## src/rtl/ttt_pkg.sv

```systemverilog
// ttt_pkg: shared encodings and sizes for the tic-tac-toe game sequencer
package ttt_pkg;
  localparam int NUM_CELLS = 9;
  localparam int NUM_LINES = 8;
  typedef logic [NUM_CELLS-1:0] board_t;
  localparam logic [1:0] ST_PLAY  = 2'd0;
  localparam logic [1:0] ST_CHECK = 2'd1;
  localparam logic [1:0] ST_DONE  = 2'd2;
  localparam logic [1:0] WIN_NONE = 2'b00;
  localparam logic [1:0] WIN_A    = 2'b01;
  localparam logic [1:0] WIN_B    = 2'b10;
  localparam logic [1:0] WIN_DRAW = 2'b11;
  localparam logic PLAYER_A = 1'b0;
  localparam logic PLAYER_B = 1'b1;
endpackage

```

## src/rtl/ttt_pos_dec.sv

```systemverilog
// ttt_pos_dec: cell index to one-hot board mask, with an in-range flag
module ttt_pos_dec
  import ttt_pkg::*;
(
  input  logic [3:0]   i_pos,
  output board_t       o_onehot,
  output logic         o_in_range
);
  assign o_in_range = i_pos < 4'(NUM_CELLS);
  assign o_onehot   = o_in_range ? board_t'(1) << i_pos : '0;
endmodule

```

## src/rtl/game_sequencer.sv

```systemverilog
// game_sequencer: tic-tac-toe move sequencer (PLAY/CHECK/DONE); GAME_SCORE_EN adds saturating win counters
module game_sequencer
  import ttt_pkg::*;
#(
  parameter logic FIRST_PLAYER = PLAYER_A
) (
  input  logic                 clk,
  input  logic                 reset,
  input  logic                 new_game,
  input  logic                 move_valid,
  input  logic [3:0]           move_pos,
  output logic                 move_ready,
  input  logic [NUM_LINES-1:0] win_line,
  output board_t               ain,
  output board_t               bin,
  output logic                 turn,
  output logic                 illegal,
  output logic                 game_over,
  output logic [1:0]           winner,
  output logic [NUM_LINES-1:0] win_q,
  output logic [3:0]           score_a,
  output logic [3:0]           score_b
);
  logic [1:0]           r_state;
  board_t               r_ain, r_bin;
  logic                 r_turn;
  logic [3:0]           r_cnt;
  logic                 r_illegal;
  logic [1:0]           r_winner;
  logic [NUM_LINES-1:0] r_win_q;
  board_t               w_cell;
  logic                 w_in_range, w_req, w_accept, w_win;

  ttt_pos_dec u_dec (
    .i_pos      (move_pos),
    .o_onehot   (w_cell),
    .o_in_range (w_in_range)
  );

  assign w_req    = r_state == ST_PLAY && move_valid;
  assign w_accept = w_req && w_in_range && ~|((r_ain | r_bin) & w_cell);
  assign w_win    = r_state == ST_CHECK && |win_line;

  // Game state: accept moves in PLAY, resolve the outcome one cycle later in CHECK
  always_ff @(posedge clk) begin
    if (reset || new_game) begin
      r_state   <= ST_PLAY;
      r_ain     <= '0;
      r_bin     <= '0;
      r_turn    <= FIRST_PLAYER;
      r_cnt     <= '0;
      r_illegal <= 1'b0;
      r_winner  <= WIN_NONE;
      r_win_q   <= '0;
    end else begin
      r_illegal <= w_req && !w_accept;
      if (w_accept) begin
        if (r_turn) r_bin <= r_bin | w_cell;
        else r_ain <= r_ain | w_cell;
        r_cnt   <= r_cnt + 4'd1;
        r_state <= ST_CHECK;
      end else if (r_state == ST_CHECK) begin
        if (w_win) begin
          r_winner <= r_turn ? WIN_B : WIN_A;
          r_win_q  <= win_line;
          r_state  <= ST_DONE;
        end else if (r_cnt == 4'(NUM_CELLS)) begin
          r_winner <= WIN_DRAW;
          r_win_q  <= '0;
          r_state  <= ST_DONE;
        end else begin
          r_turn  <= ~r_turn;
          r_state <= ST_PLAY;
        end
      end
    end
  end

  assign move_ready = r_state == ST_PLAY;
  assign game_over  = r_state == ST_DONE;
  assign ain        = r_ain;
  assign bin        = r_bin;
  assign turn       = r_turn;
  assign illegal    = r_illegal;
  assign winner     = r_winner;
  assign win_q      = r_win_q;

`ifdef GAME_SCORE_EN
  logic [3:0] r_score_a, r_score_b;
  // Win counters survive new_game and saturate at 15; only reset clears them
  always_ff @(posedge clk) begin
    if (reset) begin
      r_score_a <= '0;
      r_score_b <= '0;
    end else if (!new_game && w_win) begin
      if (!r_turn && r_score_a != 4'hF) r_score_a <= r_score_a + 4'd1;
      if (r_turn && r_score_b != 4'hF) r_score_b <= r_score_b + 4'd1;
    end
  end
  assign score_a = r_score_a;
  assign score_b = r_score_b;
`else
  assign score_a = '0;
  assign score_b = '0;
`endif
endmodule

```

## config.mk

```make
export PLATFORM = sky130hd
export DESIGN_NAME = game_sequencer
export DESIGN_NICKNAME = d
export VERILOG_FILES = /design/src/rtl/ttt_pkg.sv /design/src/rtl/ttt_pos_dec.sv /design/src/rtl/game_sequencer.sv
export SDC_FILE = /design/constraint.sdc
export NUM_CORES = 1
export LEC_CHECK = 0
export CAP_MARGIN = 30
export CORE_MARGIN = 1.5
export CORE_UTILIZATION = 66
export CTS_BUF_LIST = sky130_fd_sc_hd__clkbuf_2
export DETAILED_ROUTE_END_ITERATION = 10
export DONT_BUFFER_PORTS = 1
export GPL_ROUTABILITY_DRIVEN = 0
export PLACE_DENSITY = 0.93
export SLEW_MARGIN = 25
export SYNTH_ARGS = -nofsm -noshare
export SYNTH_HDL_FRONTEND = slang
export SYNTH_SLANG_ARGS = --single-unit
```

## constraint.sdc

```tcl
create_clock -name clk -period 3.3 [get_ports clk]
set_input_delay 0.33 -clock clk [delete_from_list [all_inputs] [get_ports clk]]
set_output_delay 0.33 -clock clk [all_outputs]
set_load 0.01 [all_outputs]
```

### Word level (Yosys, flattened, before mapping)

Index checks and enable logic that the tools add are counted.

* muxes and demuxes: 10
* bitwise logic cells: 8
* $add $sub $neg: 1
* reductions and logical operators: 18
* equal/unequal tests: 3
* $lt $le $gt $ge: 1
* shifts and indexed selects: 1

Operator list (count)
* bitwise OR 9 bit: 3
* 2-to-1 mux 8 bit: 2
* 2-to-1 mux 2 bit: 5
* AND 9 bit: 1
* 2-to-1 mux 9 bit: 1
* OR reduction 9 bit: 1
* << shifter 1 x 4 -> 9 bit (first input constant): 1
* OR reduction 8 bit: 1
* logical AND 1 bit: 5
* adder 4 x 1 -> 4 bit (second input constant): 1
* equality test 4 bit (second input constant): 1
* less-than comparator 4 bit (second input constant): 1
* inverter 1 bit: 4
* AND reduction 2 bit: 2
* AND reduction 4 bit: 1
* nonzero test 2 bit: 2
* AND reduction 3 bit: 1
* equality test 2 x 1 -> 1 bit (second input constant): 1
* equality test 2 bit (second input constant): 1
* zero test 1 bit: 2
* zero test 2 bit: 1
* 2-to-1 mux 1 bit: 2
* OR reduction 2 bit: 1
* logical OR 1 bit: 1

* bits of input ports: 16
* logic and storage cells: 51
* register bits after elaboration: 36
* output and inout port bits: 40

### Depth between registers and ports, before layout

* depth in word-level cells: 8
* depth in mapped cells: 8
* mapped depth without buffers: 7

### By module

Synthesis repeated with hierarchy kept, for this count alone.

* cells, all modules: 198
* area total of the unflattened synthesis: 1811.7 µm²

By module, submodules not included
* game_sequencer: cells each 184, area an instance 1605.3 µm², instances 1
* ttt_pos_dec: cells each 14, area an instance 206.4 µm², instances 1

### Worst setup path before layout

Ideal clock, no wire load.

* path type: flip-flop to flip-flop
* start: reg r_bin[0] (netlist: bin[0])
* end: reg r_cnt[3]
* period minus slack after synthesis: 1.745 ns
* slack: 1.555 ns
* arrival: 1.674 ns
* setup time: 0.071 ns
* stages on the path, launching flop included: 6
* cells stage by stage: dfxtp_1 -> or3_1 -> a31oi_2 -> o211ai_2 -> or4_1 -> a21oi_1

* longest elaborated chain between the ends: 5

Ends and longest elaborated chain
* start, declared: line game_sequencer.sv:25 `board_t r_ain, r_bin;`
* start signal, assigned: line game_sequencer.sv:58 `if (r_turn) r_bin <= r_bin | w_cell;`
* bitwise OR 9 bit: line game_sequencer.sv:41 `assign w_accept = w_req && w_in_range && ~|((r_ain | r_bin) & w_cell);`
* AND 9 bit: line game_sequencer.sv:41
* OR reduction 9 bit: line game_sequencer.sv:41
* zero test 1 bit: line game_sequencer.sv:41
* logical AND 1 bit: line game_sequencer.sv:41
* end signal, assigned: line game_sequencer.sv:60 `r_cnt <= r_cnt + 4'd1;`
* end, declared: line game_sequencer.sv:27 `logic [3:0] r_cnt;`

Every way passes these cells.
A chain may end at the register's enable or synchronous reset.

### Final worst setup path

* start: reg r_bin[0] (netlist: bin[0])
* end: reg r_cnt[1]

Same word-level chain as after synthesis.

==> flow_summary.json <==
{
  "drt_first_iter_violations": 45,
  "die_x_um": 52.15,
  "placementRows": 17,
  "async_reset_ff_share_pct": 0,
  "count_of_different_cell_masters_after_synthesis": 44,
  "antenna_cells_inserted": 0,
  "clock_sinks": 36,
  "portBuffers": 0,
  "num_io_pins": 56,
  "grt_first_pass_wirelength_um": 5250,
  "design.core.area_mm2": 0.002255,
  "cp.arrival_ns": 2.41,
  "timing.critical_path.required_ns": 3.54,
  "grt_start_max_net_pins": 24,
  "postRouteWirelength_um": 3344,
  "die_y_um": 52.15,
  "final-seq-area_um2": 720.7,
  "postCtsHoldBufs": 0,
  "fmax_mhz": 460.7,
  "post_synth_instance_area_mm2": 0.001594,
  "synthTopCellsByCount": "dfxtp_1, nor2_1, a32o_1",
  "cts_setup_buffers": 0,
  "finalCritPeriodShare_pct": 65.78,
  "finalNonFillerCells": 197,
  "finalSetupTns_ns": 0,
  "grt-ovfl-total": 0,
  "drt-vias-per-instance": 6.726,
  "irDropWorstVdd_mv": 0.4296,
  "startpoint_type": "flip-flop",
  "cts_resized": 0,
  "worst_hold_startpoint": "win_line[6]",
  "report.final.hold_viol_count": 0,
  "report.final.setup_viol": 0,
  "clk_transition_reported_paths_ns": 0.19,
  "synth_flop_cell": "dfxtp_1",
  "placed_cell_area_mm2": 0.001568,
  "synth_most_common_cell": "dfxtp_1",
  "start_util_pct": 70.70,
  "grt_setup_unrepaired": "false",
  "synth_seq_cells": 36,
  "area_growth_syn_to_layout_pct": 2.276,
  "status": "complete, no violations",
  "yosys.area.top_type_share_pct": 45.21,
  "drv_cap": 0,
  "critical_path_type": "flip-flop to flip-flop",
  "routedWlPerCell_um": 16.97,
  "crit_start": "bin[0]$_SDFFE_PP0P_",
  "antenna_left": 0,
  "finish.net_count": 186,
  "cts_max_path_buffers": 2,
  "tritoncts.num_buffers": 5,
  "place.detailed.instances": 189,
  "design.die.area_mm2": 0.002719,
  "holdCritPathClass": "input port to flip-flop",
  "synth.top_cells.by_area": "dfxtp_1, a32o_1, nor2_1",
  "worst_setup_path_end_kind": "flip-flop",
  "power_leakage_nw": 0.5668,
  "power-per-cell-area_mw_per_mm2": 469.7,
  "timing.slew.headroom_pct": 49.71,
  "drive_gt1_share_pct": 8.876,
  "rr_endpoint": "r_cnt[1]$_SDFFE_PP0P_",
  "reg2reg_depth": 5,
  "hold_depth": 2,
  "post-route-cell-area_mm2": 0.001630,
  "tritoncts": "done",
  "hold_path_endpoint": "win_q[6]$_SDFFE_PP0P_",
  "clk_root_buffer_cell": "clkbuf_2",
  "grt.total_usage_pct": 26.87,
  "netlist.top_cell.by_area": "dfxtp_1",
  "regToRegStartpoint": "bin[0]$_SDFFE_PP0P_",
  "yosysWarnings": 0,
  "slew_violations": 0,
  "synth_cells": 170,
  "ff2ff_setup_slack_ns": 1.13,
  "fin_skew_ns": 0.02429,
  "crit_path_max_fanout": 12,
  "dp_hpwl_um": 2408,
  "postSynthAreaPerCell_um2": 9.377,
  "layout.filler_cells": 173,
  "synth_edf_count": 0,
  "worst_slew_pin_slew_ns": 0.7528,
  "worstSkewPairLatency_ns": 0.39,
  "remaining_drc_errors": 0,
  "first_global_vias": 1104,
  "multiInputGateArea_um2": 797.0,
  "post-route-min-period_ns": 2.171,
  "layout.core_utilization_pct": 72.31,
  "part_of_the_yosys_area_used_for_sequential_elements_pct": 45.21,
  "antenna_violations_before_repair": 0,
  "vias": 1325,
  "clock_tree.htree_level_count": 2,
  "drt_pre_antenna_iters": 4
}
-- area by class of cell --
type | count | share of cell area (%)
Sequential cell | 36 | 44.21
Multi-Input combinational cell | 122 | 48.89
Inverter | 2 | 0.4605
Timing Repair Buffer | 1 | 0.4605
Clock buffer | 5 | 1.535
Clock inverter | 3 | 2.302
Tap cell | 28 | 2.149
-- worst max-delay path: stages, from the launching register on --
cell and delay (ns):
dfxtp_1 0.39, or3_1 0.42, a31oi_2 0.23, o211ai_2 0.17, nor2_1 0.61, a211oi_1 0.19
-- worst max path at each step --
stage          slack [ns]                      to  depth (start not counted)
3_5_place_dp         1.07  winner[0]$_SDFFE_PP0P_                          4
2_1_floorplan        1.56   r_cnt[3]$_SDFFE_PP0P_                          5
5_1_grt               1.0     bin[1]$_SDFFE_PP0P_                          5
4_1_cts              1.02  winner[0]$_SDFFE_PP0P_                          4
3_3_place_gp         1.24  winner[0]$_SDFFE_PP0P_                          4
6_report             1.13   r_cnt[1]$_SDFFE_PP0P_                          5
-- registers in the layout, indices dropped and copies added, names as in the netlist --
register  flops
illegal       1
win_q         8
r_state       2
bin           9
ain           9
r_cnt         4
winner        2
turn          1
-- where the power goes --
part	switching (mW)	total [mW]	internal, mW
Clock	0.144	0.268	0.124
Sequential	0.00456	0.444	0.439
Combinational	0.0378	0.0544	0.0166
-- metrics by stage --
step / hold WS, ns / setup slack [ns] / total power [mW]
after floorplan: 0.4521 / 1.555 / 0.5033
after global placement: 0.4740 / 1.239 / 0.5029
after detailed placement: 0.4922 / 1.068 / 0.5054
after CTS: 0.08519 / 1.022 / 0.7656
after global routing: 0.07628 / 0.9956 / 0.7970
final: 0.08646 / 1.129 / 0.7658
-- cell usage in the layout, fill, tap and decap left out, types with 2 or more instances in the layout --
cell      netlist  routed
clkinv_1        0       2
clkbuf_2        0       5
a22o_1          5       5
dfxtp_1        36      36
o32ai_1         2       2
a32o_1         13      13
or3b_1          2       2
or3_1           2       2
nand2_1         7       7
nor2_1         27      27
nor2b_1         4       4
a22oi_1         8       8
nor4_1          2       2
o21ai_0         3       2
or2_2           3       3
a21oi_1         5       5
conb_1          1       8
ha_1            2       2
nor3_1          7       7
inv_1           2       2
-- cells by family after synthesis --
group	count (synthesis)	synth area share (%)
XOR/XNOR	1	0.5496
AND/OR/NAND/NOR	65	20.80
AO/OA/AOI/OAI	46	25.20
flip-flops	36	45.21
other	1	0.2353
buffers and inverters	19	6.437
adder cells (fa/ha/maj)	2	1.570
-- layer usage --
metal	track usage [%]	share of wire, %
met1	31.44	40
met2	42.19	49
met3	11.21	8.5
met4	13.25	2.2
met5	0	0
Note: power is estimated with default switching activity, not from simulation.
